==> config.mk <==
export PLATFORM = sky130hd
export DESIGN_NAME = if_stage_flat
export DESIGN_NICKNAME = d
export VERILOG_FILES = /design/src/rtl/if_stage_if.sv /design/src/rtl/if_stage.sv /design/src/flat_wrapper.sv
export SDC_FILE = /design/constraint.sdc
export NUM_CORES = 1
export LEC_CHECK = 0
export CORE_MARGIN = 2
export CORE_UTILIZATION = 47
export DETAILED_ROUTE_END_ITERATION = 6
export PLACE_DENSITY = 0.76
export SYNTH_ARGS = -nofsm -noshare
export SYNTH_HDL_FRONTEND = slang
export SYNTH_SLANG_ARGS = --single-unit
==> constraint.sdc <==
create_clock -name clk -period 2.7 [get_ports clk]
set_clock_uncertainty 0.05 [all_clocks]
set_input_delay 0.27 -clock clk [delete_from_list [all_inputs] [get_ports clk]]
set_output_delay 0.27 -clock clk [all_outputs]
set_load 0.005 [all_outputs]
==> src/rtl/if_stage_if.sv <==
// if_stage_if: instruction-memory request/response bus between fetch stage and memory
interface if_stage_if #(
  parameter int unsigned XLEN = 32
);
  logic            req;
  logic [XLEN-1:0] addr;
  logic            gnt;
  logic            rvalid;
  logic [31:0]     rdata;
  modport master (output req, addr, input gnt, rvalid, rdata);
  modport slave (input req, addr, output gnt, rvalid, rdata);
endinterface

==> src/rtl/if_stage.sv <==
// if_stage: PC owner and IF/ID filler with one outstanding fetch and a one-entry stall hold buffer
module if_stage #(
  parameter int unsigned     XLEN      = 32,
  parameter logic [XLEN-1:0] RESET_PC  = '0,
  parameter logic [31:0]     NOP_INSTR = 32'h0000_0013
) (
  input  logic            clk,
  input  logic            rst_n,
  if_stage_if.master      imem,
  input  logic            stall_if_i,
  input  logic            flush_ifid_i,
  input  logic            ex_redirect_i,
  input  logic [XLEN-1:0] ex_redirect_pc_i,
  output logic            ifid_valid_o,
  output logic [XLEN-1:0] ifid_pc_o,
  output logic [XLEN-1:0] ifid_pc_plus4_o,
  output logic [31:0]     ifid_instr_o
);
  typedef enum logic [1:0] {IDLE, WAIT, KILL} state_e;
  state_e          state_q;
  logic [XLEN-1:0] pc_q, req_pc_q, hold_pc_q, target;
  logic [31:0]     hold_instr_q;
  logic            hold_q, grant, deliver, kill_ifid;
  assign target    = {ex_redirect_pc_i[XLEN-1:2], 2'b00};
  assign imem.req  = rst_n && state_q == IDLE && !hold_q && !ex_redirect_i;
  assign imem.addr = pc_q;
  assign grant     = imem.req && imem.gnt;
  assign deliver   = state_q == WAIT && imem.rvalid && !ex_redirect_i;
  assign kill_ifid = flush_ifid_i || ex_redirect_i;
  // PC and request FSM: a redirect while a request is in flight turns its response into a discard
  always_ff @(posedge clk or negedge rst_n)
    if (!rst_n) begin
      state_q  <= IDLE;
      pc_q     <= RESET_PC;
      req_pc_q <= '0;
    end else begin
      if (ex_redirect_i) pc_q <= target;
      else if (grant) begin
        pc_q     <= pc_q + XLEN'(4);
        req_pc_q <= pc_q;
      end
      state_q <= state_q == IDLE ? (grant ? WAIT : IDLE) :
                 imem.rvalid ? IDLE :
                 (state_q == WAIT && ex_redirect_i) ? KILL : state_q;
    end
  // IF/ID register and hold buffer: flush beats stall, buffered word beats a fresh response
  always_ff @(posedge clk or negedge rst_n)
    if (!rst_n) begin
      hold_q          <= 1'b0;
      hold_pc_q       <= '0;
      hold_instr_q    <= NOP_INSTR;
      ifid_valid_o    <= 1'b0;
      ifid_pc_o       <= '0;
      ifid_pc_plus4_o <= '0;
      ifid_instr_o    <= NOP_INSTR;
    end else if (kill_ifid) begin
      hold_q       <= 1'b0;
      ifid_valid_o <= 1'b0;
      ifid_instr_o <= NOP_INSTR;
    end else if (stall_if_i) begin
      if (deliver) begin
        hold_q       <= 1'b1;
        hold_pc_q    <= req_pc_q;
        hold_instr_q <= imem.rdata;
      end
    end else if (hold_q) begin
      hold_q          <= 1'b0;
      ifid_valid_o    <= 1'b1;
      ifid_pc_o       <= hold_pc_q;
      ifid_pc_plus4_o <= hold_pc_q + XLEN'(4);
      ifid_instr_o    <= hold_instr_q;
    end else if (deliver) begin
      ifid_valid_o    <= 1'b1;
      ifid_pc_o       <= req_pc_q;
      ifid_pc_plus4_o <= req_pc_q + XLEN'(4);
      ifid_instr_o    <= imem.rdata;
    end else begin
      ifid_valid_o <= 1'b0;
      ifid_instr_o <= NOP_INSTR;
    end
endmodule
==> src/flat_wrapper.sv <==
// flat-port wrapper written by rule: the top's interface ports become plain ports
module if_stage_flat 
#(
  parameter int unsigned     XLEN      = 32,
  parameter logic [XLEN-1:0] RESET_PC  = '0,
  parameter logic [31:0]     NOP_INSTR = 32'h0000_0013
)
  (clk, rst_n, stall_if_i, flush_ifid_i, ex_redirect_i, ex_redirect_pc_i, ifid_valid_o, ifid_pc_o, ifid_pc_plus4_o, ifid_instr_o, imem_req, imem_addr, imem_gnt, imem_rvalid, imem_rdata);
  if_stage_if #(.XLEN(XLEN)) imem_i ();
  input  logic clk;
  input  logic rst_n;
  input  logic stall_if_i;
  input  logic flush_ifid_i;
  input  logic ex_redirect_i;
  input  logic [XLEN-1:0] ex_redirect_pc_i;
  output logic ifid_valid_o;
  output logic [XLEN-1:0] ifid_pc_o;
  output logic [XLEN-1:0] ifid_pc_plus4_o;
  output logic [31:0] ifid_instr_o;
  output wire logic [$bits(imem_i.req)-1:0] imem_req;
  output wire logic [$bits(imem_i.addr)-1:0] imem_addr;
  input wire logic [$bits(imem_i.gnt)-1:0] imem_gnt;
  input wire logic [$bits(imem_i.rvalid)-1:0] imem_rvalid;
  input wire logic [$bits(imem_i.rdata)-1:0] imem_rdata;
  assign imem_req = imem_i.req;
  assign imem_addr = imem_i.addr;
  assign imem_i.gnt = imem_gnt;
  assign imem_i.rvalid = imem_rvalid;
  assign imem_i.rdata = imem_rdata;
  if_stage #(.XLEN(XLEN), .RESET_PC(RESET_PC), .NOP_INSTR(NOP_INSTR)) u_core (.clk(clk), .rst_n(rst_n), .imem(imem_i), .stall_if_i(stall_if_i), .flush_ifid_i(flush_ifid_i), .ex_redirect_i(ex_redirect_i), .ex_redirect_pc_i(ex_redirect_pc_i), .ifid_valid_o(ifid_valid_o), .ifid_pc_o(ifid_pc_o), .ifid_pc_plus4_o(ifid_pc_plus4_o), .ifid_instr_o(ifid_instr_o));
endmodule
# After elaboration in Yosys (flattened, before gate mapping)
# Cells that the tools add are included.
# W data, S select, Z words.
# word_totals
regBits	228
latchBits	0
mem_bits_rw	0
mem_bits_ro	0
inputBits	71
out_inout_bits	130
elab_cells	57
mem_count	0
# classes
add_sub_neg	3
n_mul	0
div	0
order_cmp	0
eq_ne	3
shifts	0
mux	21
bitwise	3
reduce_logical	17
# ops
cell	n
$mux W32	10
$add A32 B3 Y32 const B	3
$mux W1	8
$logic_and A1 B1 Y1	7
$mux W2	3
$reduce_and A3 Y1	2
$reduce_bool A2 Y1	2
$ne A3 B1 Y1 const B	1
$not A1 Y1	3
$reduce_bool A3 Y1	1
$eq A2 B1 Y1 const B	1
$logic_not A1 Y1	2
$logic_not A2 Y1	1
$ne A2 B1 Y1 const B	1
$reduce_and A2 Y1	1
$logic_or A1 B1 Y1	1

# Depth between registers and ports, before layout
# Gate-level depths: netlist of the first run.
# logic_depth
ltp_word	7
depth_mapped	11
ltp_nobuf	6

# Worst setup path before layout of the first run
# No wires, ideal clock.
# synth_path
path_type	reg2reg
start	reg u_core.hold_q
end	reg u_core.ifid_pc_plus4_o[22]
setup_time_ps	126
t_arrival_ps	2636
t_required_ps	2524
path_slack_ps	-112
stages_incl_launch_ff	11
path_buffers	4
synth_period_minus_slack_ps	2812
path_cell_list	dfrtp_1 -> buf_4 -> buf_4 -> buf_2 -> buf_2 -> mux2_2 -> ha_1 -> a21boi_1 -> nand4_1 -> or3_1 -> a221o_1
# synth_between
elab_chain_cells	2
word_cells_on_any_way	3
classes_between	mux: 1; reduce/logical: 2
# synth_lines
element	line_no	source
start: declaration	if_stage.sv:23	logic hold_q, grant, deliver, kill_ifid;
start signal: assignment	if_stage.sv:49	hold_q <= 1'b0;
start signal: assignment	if_stage.sv:57	hold_q <= 1'b0;
start signal: assignment	if_stage.sv:62	hold_q <= 1'b1;
$reduce_bool A2 Y1 (no line)	n/a	
$reduce_and A3 Y1 (no line)	n/a	
end signal: assignment	if_stage.sv:70	ifid_pc_plus4_o <= hold_pc_q + XLEN'(4);
end signal: assignment	if_stage.sv:75	ifid_pc_plus4_o <= req_pc_q + XLEN'(4);
end: declaration	if_stage.sv:16	output logic [XLEN-1:0] ifid_pc_plus4_o,
# Parallel ways exist; a longest one is shown, timed or not.
# A chain may end at the register's enable or synchronous reset.

# Final worst setup path of the first run
# layout_path
start	reg u_core.hold_q
end	out imem_req
# layout_between
elab_chain_cells	3
# layout_lines
element	line_no	source
$logic_not A1 Y1	if_stage.sv:25	assign imem.req = rst_n && state_q == IDLE && !hold_q && !ex_redirect_i;
$logic_and A1 B1 Y1 (2 in a row)	if_stage.sv:25	
end: declaration	flat_wrapper.sv:20	output wire logic [$bits(imem_i.req)-1:0] imem_req;
# Every way passes these cells.

==> results of run 1 <==
[metrics by stage]
stage / util, % / power (mW) / std cells / setup WS (ns)
final: 61.9 / 8.68 / 1513 / 0.145
after global routing: 61.9 / 9.10 / 1513 / 0.0706
after CTS: 61.9 / 8.76 / 1513 / 0.0637
after detailed placement: 58.5 / 5.72 / 1473 / 0.179
after floorplan: - / 4.80 / 1033 / 0.0263
after global placement: 58.5 / 5.65 / 1473 / 0.169
[worst max path at each step]
stage	startpoint	end	slack, ns
floorplan	u_core.hold_q	u_core.ifid_pc_plus4_o[22]	0.03
global placement	ex_redirect_i	u_core.imem.addr[7]	0.17
detailed placement	u_core.hold_q	u_core.ifid_pc_plus4_o[22]	0.18
CTS	u_core.hold_q	imem_req	0.06
global route	u_core.hold_q	u_core.ifid_pc_plus4_o[22]	0.07
finish	u_core.hold_q	imem_req	0.15
[layout make-up]
class	instances	area [um^2]
Multi-Input combinational cell	739	4600
Clock buffer	35	701
Timing Repair Buffer	227	2250
Sequential cell	218	5470
Inverter	10	37.5
Tap cell	280	350
Clock inverter	4	20.0
Fill cell	1791	8260
[power groups by stage]
| stage | Combinational [mW] | Clock (mW) | Sequential [mW] |
|---|---|---|---|
| detailed placement | 1.50 | 0 | 4.22 |
| finish | 1.50 | 3.01 | 4.18 |
| global placement | 1.46 | 0 | 4.20 |
| global route | 1.66 | 3.19 | 4.24 |
| floorplan | 0.700 | 0 | 4.10 |
| CTS | 1.52 | 3.08 | 4.17 |
[sequential cells by signal, indices dropped and copies added (netlist names), 2 cells and up]
| register | count |
|---|---|
| u_core.hold_instr_q | 32 |
| u_core.ifid_instr_o | 32 |
| u_core.hold_pc_q | 30 |
| u_core.ifid_pc_o | 30 |
| u_core.ifid_pc_plus4_o | 30 |
| u_core.imem.addr | 30 |
| u_core.req_pc_q | 30 |
| u_core.state_q | 2 |
[cells by family after synthesis]
logic type,share of synthesized area [%]
adders and majority gates,0.242
buffers and inverters,3.46
AOI/OAI and AO/OA,13.8
muxes,9.75
other,0.0362
and+or+nand+nor,18.5
DFF,52.8
xor gates and xnor gates,1.52
[routing by layer]
layer	track usage [%]	up-vias
met5	0	-
met4	5.42	0
met3	3.36	39
met2	34.2	308
met1	35.0	4128
li1	-	4039
[repair_timing]
item / 4_1_cts / 5_1_grt
hold buffers: 1 / 0
resized for setup: 0 / 1
endpoints found under the hold margin: 34 / 0
endpoints found under the setup margin: 0 / 1
setup buffers: 0 / 0
[placed cells by master, fill, tap and decap left out, types with 5 or more instances in the layout]
cell             synthesis  routed
mux2_2                  68      68
o211ai_1                17      17
or3_1                    8       8
nand2_1                230     230
nor2_1                  35      34
a21o_1                   7       7
or4_1                    7       7
buf_12                   0       5
nand3b_1                12      12
a221o_1                  5       5
a31oi_1                  6       6
o21ai_0                 98      98
nand4_1                 17      17
inv_1                   10      10
a21oi_1                 13      13
dfrtp_1                212     211
and3_1                   7       7
clkbuf_8                 0       8
and2_1                   8       8
buf_4                   10      29
conb_1                   1       6
clkbuf_16                0      23
nor3_1                  10       8
a22oi_1                 37      37
o31ai_1                  5       5
nand3_1                 43      42
mux2i_1                 23      23
xnor2_1                 14      14
dfstp_2                  6       6
clkdlybuf4s50_1          0     191
o311ai_0                 9       9
==> results.md, run 1 <==
* Drt wl/cell at 17.7 um
* Clock period minus worst slack at 2.55 ns
* Worst EP arrival at 2.23 ns
* Number of max-cap violations at 0
* Sequential share of power at 48.1%
* Clk slew on worst S/H paths at 0.06 ns
* PwrDens at 646 nW/um^2
* Initial antenna violation count at 0
* Crit-path cells: nor4_2 -> buf_4 -> and2_1 -> clkdlybuf4s50_1
* Top-count cell post-synth: nand2_1
* Chip Width at 152 um
* Internal at 6.34 mW
* Post-DP HPWL at 18.6 mm
* Final period utilization at 94.6%
* WL met2 at 12.0 mm
* Rows at 54
* Clock buffer count from CTS at 23
* Syn Area/Cell at 10.1 um^2
* Core area at 21700 um^2
* Slew margin rel. at 35.1%
* Crit start category: flop
* Vias in the first global route at 8243
* Fraction of layout cells with a size suffix above 1 at 13.3%
* Ys async rst share at 100%
* M1 wire length at 12.5 mm
* # nets final at 1292
* Clk network pwr share at 34.6%
* Post-synthesis sequential area ratio at 52.8%
* Max VDD drop at 0.427 mV
* Clock sink count at 218
* # diodes at 0
* Hold WS at 0.226 ns
* Switch Pwr at 2.35 mW
* Main synth FF type: dfrtp_1
* EDFF count, synth at 0
* Area delta synth->final at 29.8%
* Synth Cell Area at 10400 um^2
* CP max-delay cell: dfrtp_4
* Hold Violations, Final at 0
* Clock Latency Late Sink at 0.50 ns
* CP delay by family, top: buffers and inverters
* Cell count after synthesis at 1028
* FF-to-FF Start: u_core.hold_q
* Worst path required time at 2.38 ns
* I/O pins at 201
* R2r worst-path depth at 6
* Final ANT Viol Nets at 0
* Sw frac at 27.0%
* CP Class: flop to output pin
* CP Capture Type: output pin
* Grt ovf at 0
* Number of port buffers at 192
* Fin. max-slew vios at 0
* Status: complete, no violations
* Logic pwr share at 17.3%
* CP peak stage delay at 0.56 ns
* Buf/Inv on CP at 2
* Via count at 8514
* Die area at 23200 um^2
* Gpl congestion at 0.833
* Crit path depth at 4
* Cell taking the most area after synthesis: dfrtp_1
* Number of H-tree levels at 1
* Clock Path Buffers at 3
* Reg2reg end: u_core.ifid_pc_plus4_o[22]
* Chip Height at 152 um
* Final instance area at 13400 um^2
* Largest net degree at the start of global routing at 185
* Fmax at 391 MHz
* Leakage at 5.77 nW
* Synth Register Bits at 218
* Setup TNS at 0 ns
* DRC viols at 0
* Unrepaired setup endpoints after global routing: false
* Synth warnings at 0
* Placed Area at 12700 um^2
* Hold Crit Class: primary input to async pin
* DR top layer: met4
* Starting Density at 47.7%
* Worst-Margin Slew at 0.969 ns
* Setup slack, reg-to-reg at 0.19 ns
* Cell variety after synth at 66
* GR Util All Layers at 22.7%
* Crit Path Max Fanout at 9
* Final setup fails at 0
* Initial DRC count at 627
* DR WL met3 at 1.69 mm
* Area contributors post-synth: dfrtp_1, nand2_1, mux2_2, o21ai_0, a22oi_1
* Vias per Instance at 5.63
* Drt pass-1 iters at 6
* Commonest cells post-synth: nand2_1, dfrtp_1, o21ai_0
* Root buffer cell: clkbuf_16
* Post-synth top area share at 51.2%
* TritonCTS clock tree: yes
* First-pass GRT wire length at 44.0 mm
* Post-Route WL at 26.7 mm
Power figures use the tool's default switching activity.
==> inputs of run 2 (changes only) <==
==> constraint.sdc (replaced) <==
create_clock -name clk -period 2.05 [get_ports clk]
set_clock_uncertainty 0.05 [all_clocks]
set_input_delay 0.205 -clock clk [delete_from_list [all_inputs] [get_ports clk]]
set_output_delay 0.205 -clock clk [all_outputs]
set_load 0.005 [all_outputs]
==> results.md, run 2 (synthesis results as in run 1) <==
* Status: finished with violations
* Failing checks: setup timing
* I/O pins at 201 (unchanged)
* Final period utilization at 113%
* Crit-path cells: buf_12 -> mux2_4 -> ha_4 -> a21boi_4 -> nand4_1 -> or3_1 -> a221o_1
* Hold Crit Class: primary input to flop
* First-pass GRT wire length at 46.9 mm (+6.7%)
* Placed Area at 13400 um^2 (+5.3%)
* Clock period minus worst slack at 2.31 ns
* Worst EP arrival at 2.65 ns (+0.42 ns)
* Buf/Inv on CP at 1 (-1)
* Fraction of layout cells with a size suffix above 1 at 25.8% (+13 points)
* CP peak stage delay at 0.54 ns (-0.02 ns)
* Unrepaired setup endpoints after global routing: true
* Root buffer cell: clkbuf_16
* Largest registers: u_core.hold_instr_q (32), u_core.ifid_instr_o (32)
* Via count at 9377 (+10%)
* Final instance area at 15300 um^2 (+14%)
* DRC viols at 0 (unchanged)
* Final setup fails at 61 (+61)
* FF-to-FF Start: u_core.hold_q
* Post-Route WL at 31.0 mm (+16%)
* Core area at 21700 um^2 (unchanged)
* Critical path launch point: u_core.hold_q
* Clock buffer count from CTS at 23 (unchanged)
* Starting Density at 47.7% (unchanged)
* Vias per Instance at 5.68 (+0.87%)
* DP Worst Slack at -0.472 ns (-0.651 ns)
* Leakage at 6.73 nW (+17%)
* Initial antenna violation count at 2 (+2)
* PwrDens at 784 nW/um^2 (+21%)
* Hold path start: ex_redirect_pc_i[24]
* CP Capture Type: flop
* CP Class: flop to flop
* Chip Width at 152 um (unchanged)
* Number of port buffers at 192 (unchanged)
* Largest net degree at the start of global routing at 147 (-21%)
* Max VDD drop at 0.438 mV (+2.6%)
* Gpl congestion at 0.864 (+3.8%)
* Chip Height at 152 um (unchanged)
* Crit start category: flop
* # nets final at 1427 (+10%)
* Worst path required time at 2.39 ns (about the same)
* Post-DP HPWL at 19.7 mm (+6.3%)
* Initial DRC count at 658 (+4.9%)
* Die area at 23200 um^2 (unchanged)
* Fin. max-slew vios at 0 (unchanged)
* Clk slew on worst S/H paths at 0.07 ns (about the same)
* CP max-delay cell: dfrtp_4
* Clock Path Buffers at 3 (unchanged)
* Clock Latency Late Sink at 0.50 ns (about the same)
* Drt wl/cell at 18.8 um (+6.2%)
* Slew margin rel. at 39.4% (+4.2 points)
* Final ANT Viol Nets at 0 (unchanged)
* Number of max-cap violations at 0 (unchanged)
* Rows at 54 (unchanged)
* Area delta synth->final at 47.4%
* Crit Path Max Fanout at 7 (-2)
* GR Util All Layers at 24.2% (+1.5 points)
* Most common cell after layout, fill and taps aside: nand2_1
* Vias in the first global route at 8923 (+8.2%)
* CP delay by family, top: simple AND/OR/NAND/NOR gates
* Commonest non-fill, non-tap cells in the layout: nand2_1, dfrtp_1, clkdlybuf4s50_1
* Fmax at 433 MHz
* Hold Violations, Final at 0 (unchanged)
* Clock sink count at 218 (unchanged)
* Worst setup margin at -0.259 ns (-0.404 ns)
* Drt pass-1 iters at 5 (-1)
* TritonCTS clock tree: yes
* Number of H-tree levels at 1 (unchanged)
* Worst-Margin Slew at 0.910 ns (-0.0596 ns)
* Grt ovf at 0 (unchanged)
-- run 2: cell count changes in the layout (fill, tap and decap cells not counted), sizes merged --
cell           before  now
clkinvlp            0    1
diode               0    2
bufbuf              0    1
clkinv              4   10
clkdlybuf4s50     191  190
bufinv              0    1
buf                35  160
clkbuf             35   39
-- run 2: worst min-delay path, stage by stage --
cell and delay (ns):
clkdlybuf4s50_1 0.39, nand2_1 0.08, nand3_2 0.05
-- run 2: final cells by class --
cell class	count	area, um^2
antenna	2	5.00
clock buffer	29	638
clock inverter	12	91.3
fill	1523	6430
inverter	10	37.5
multi-input combinational	739	4930
sequential	218	5470
tap	280	350
timing repair buffer	362	3740
-- run 2: path summary, 6_finish.rpt --
| check | endpoint | slack, ns | cells after the start |
|---|---|---|---|
| min reg2reg | u_core.ifid_pc_o[23] | 0.42 | 2 |
| max reg2reg | u_core.ifid_pc_plus4_o[22] | -0.26 | 7 |
| max | u_core.ifid_pc_plus4_o[22] | -0.26 | 7 |
| min in group asynchronous | u_core.imem.addr[11] | 0.47 | 3 |
| min | u_core.imem.addr[24] | 0.22 | 3 |
| max in group asynchronous | u_core.hold_q | 0.72 | 3 |
-- run 2: through the flow --
stage	std cells	setup TNS (ns)	hold slack, ns	utilization, %	power, mW
2_1_floorplan	1033	-1.54	-0.141	-	6.34
3_3_place_gp	1550	-18.34	0.373	61.6	7.63
3_5_place_dp	1550	-27.88	0.375	61.6	7.74
4_1_cts	1616	-2.83	0.220	66.9	11.8
5_1_grt	1652	-10.46	0.220	70.4	12.5
6_report	1652	-6.39	0.219	70.4	12.0
-- run 2: power by group --
part           leakage, nW  internal [mW]  switching [mW]
registers             2.87           4.91           0.554
clock network        0.368           2.33            1.72
logic                 3.49           1.34            1.11
total                 6.73           8.58            3.39
-- run 2: what timing repair did --
item                       4_1_cts  5_1_grt
gates cloned                     4       11
hold endpoints to repair       212        0
setup endpoints to repair       64       68
setup buffers                   23       28
pin swaps                       23       46
resized for setup               40      133
hold buffers                     1        0
-- run 2: per-layer routing --
metal  part of all wire (%)  GRT usage, %
met1                     44          35.8
met2                     48          37.8
met5                      0             0
met4                    2.2          6.66
met3                    6.2          3.30
==> inputs of run 3 (changes only) <==
--- a/config.mk
+++ b/config.mk
@@ -8,6 +8,8 @@
 export CORE_MARGIN = 2
 export CORE_UTILIZATION = 47
 export DETAILED_ROUTE_END_ITERATION = 6
+export GPL_TIMING_DRIVEN = 0
+export MAX_ROUTING_LAYER = met4
 export PLACE_DENSITY = 0.76
 export SYNTH_ARGS = -nofsm -noshare
 export SYNTH_HDL_FRONTEND = slang
==> results.md, run 3 (synthesis results as in run 1) <==
* Status: finished with violations
* Failing checks: setup timing
* Number of port buffers at 192 (unchanged)
* Setup slack, reg-to-reg at -0.43 ns (-0.17 ns)
* Clk slew on worst S/H paths at 0.06 ns (about the same)
* Area delta synth->final at 46.7%
* Multi-input gate area in the final layout at 5110 um^2 (+3.8%)
* Chip Height at 152 um (unchanged)
* Gpl congestion at 0.909 (+5.2%)
* Fraction of layout cells with a size suffix above 1 at 24.7% (-1.2 points)
* # nets final at 1390 (-2.6%)
* Core area at 21700 um^2 (unchanged)
* Setup TNS at -19.11 ns (-12.73 ns)
* Hold Crit Class: primary input to async pin
* Worst EP arrival at 2.87 ns (+0.22 ns)
* Largest net degree at the start of global routing at 94 (-36%)
* Fillers at 1514 (-0.59%)
* Dpl cells at 1507 (-2.8%)
* Clock period minus worst slack at 2.48 ns (+0.171 ns)
* Worst-Margin Slew at 0.709 ns (-0.200 ns)
* Grt ovf at 0 (unchanged)
* Initial antenna violation count at 2 (unchanged)
* Max VDD drop at 0.626 mV (+43%)
* Drt pass-1 iters at 7 (+2)
* Via count at 9658 (+3.0%)
* Worst setup margin at -0.430 ns (-0.171 ns)
* CP Capture Type: flop
* Final period utilization at 121% (+8.3 points)
* Slew margin rel. at 52.7% (+13 points)
* Clock Latency Late Sink at 0.52 ns (+0.02 ns)
* Reg2reg end: u_core.ifid_pc_plus4_o[26]
* Hold Violations, Final at 0 (unchanged)
* First-pass GRT wire length at 49.3 mm (+4.9%)
* CP Class: flop to flop
* Clock sink count at 218 (unchanged)
* Vias in the first global route at 8947 (+0.27%)
* Drt wl/cell at 21.0 um (+12%)
* Clock Path Buffers at 3 (unchanged)
* DP Worst Slack at -0.945 ns (-0.473 ns)
* Chip Width at 152 um (unchanged)
* Initial DRC count at 1045 (+59%)
* I/O pins at 201 (unchanged)
* Vias per Instance at 5.98 (+5.3%)
* Worst path required time at 2.44 ns (+0.05 ns)
* Fmax at 403 MHz (-6.9%)
* Most common cell after layout, fill and taps aside: nand2_1
* Leakage at 6.58 nW (-2.2%)
* Number of max-cap violations at 0 (unchanged)
* Clock buffer count from CTS at 24 (+4.3%)
* GR Util All Layers at 26.8% (+2.6 points)
* Final setup fails at 84 (+38%)
* Post-Route WL at 33.9 mm (+9.5%)
* Largest registers: u_core.hold_instr_q (32), u_core.ifid_instr_o (32)
* Starting Density at 47.7% (unchanged)
* Final ANT Viol Nets at 0 (unchanged)
* PwrDens at 825 nW/um^2 (+5.2%)
* Register area at 5460 um^2 (about the same)
* Die area at 23200 um^2 (unchanged)
* Rows at 54 (unchanged)
* PnR Total Power at 12.5 mW (+4.7%)
* Crit Path Max Fanout at 6 (-1)
* Commonest non-fill, non-tap cells in the layout: nand2_1, dfrtp_1, clkdlybuf4s50_1
* FF-to-FF Start: u_core.hold_q
* DRC viols at 0 (unchanged)
* TritonCTS clock tree: yes
* Unrepaired setup endpoints after global routing: true
* Number of H-tree levels at 1 (unchanged)
* Root buffer cell: clkbuf_16
* Fin cells at 1616 (-2.2%)
* R2r worst-path depth at 11 (+4)
* Post-DP HPWL at 21.0 mm (+6.6%)
* Fin. max-slew vios at 0 (unchanged)
* Crit start category: flop
run 3: changes by cell type in the layout (fill, tap and decap cells not counted), moves of 7 or more:
cell,previous run,this run
o21ai_1,36,17
o21ai_0,57,67
buf_4,113,48
o21ai_2,5,12
buf_2,0,11
nor2_1,31,24
buf_6,21,28
clkbuf_1,2,12
run 3: stage by stage:
stage	util (%)	hold slack, ns	area [um^2]
final	70.0	0.117	15200
after global routing	70.0	0.140	15200
after CTS	66.2	0.132	14300
after detailed placement	58.8	0.0739	12800
after global placement	58.6	0.412	12700
after floorplan	-	-0.141	10400
run 3: how the worst max path moves through the flow:
stage | from | endpoint
6_report | u_core.hold_q | u_core.ifid_pc_plus4_o[26]
5_1_grt | u_core.hold_q | u_core.ifid_pc_plus4_o[22]
4_1_cts | u_core.hold_q | u_core.ifid_pc_plus4_o[22]
3_5_place_dp | imem_rvalid | u_core.ifid_pc_plus4_o[21]
3_3_place_gp | rst_n | u_core.req_pc_q[26]
2_1_floorplan | u_core.hold_q | u_core.ifid_pc_plus4_o[22]
run 3: where the power goes:
group          internal (mW)  leakage, nW  switching [mW]
sequential              4.90         2.87           0.667
clock                   2.85        0.417            1.76
combinational           1.28         3.29            1.06
run 3: cell type report:
| type | instances | share of cell area (%) |
|---|---|---|
| repair buffers | 259 | 17.5 |
| plain buffers | 64 | 4.67 |
| multi-input cells | 740 | 33.7 |
| well taps | 280 | 2.31 |
| diodes | 2 | 0.0330 |
| clock buffers | 36 | 4.85 |
| flip-flops and latches | 218 | 36.0 |
| inverters | 10 | 0.247 |
| clock inverters | 7 | 0.742 |
run 3: timing repair:
item | CTS | global route
pin swaps | 25 | 34
hold buffers | 1 | 0
gates cloned | 4 | 6
hold endpoints to repair | 65 | 0
gates resized for setup | 131 | 174
buffers inserted | 36 | 19
endpoints found under the setup margin | 194 | 187
run 3: worst max-delay path: stages, from the launching register on:
cell      delay (ns)
dfrtp_1         0.40
buf_6           0.14
buf_8           0.12
buf_12          0.12
buf_12          0.12
mux2_4          0.21
ha_4            0.14
a21boi_4        0.25
nand4_1         0.16
buf_4           0.20
or4_4           0.42
o211ai_1        0.09
run 3: metal layers:
layer  vias up  part of all wire (%)  global-route usage [%]
met3       133                   8.1                    3.64
met4         0                   4.6                    10.1
met1      4670                    40                    36.6
li1       4255                     -                       -
met2       600                    47                    41.2
met5         -                     0                       -
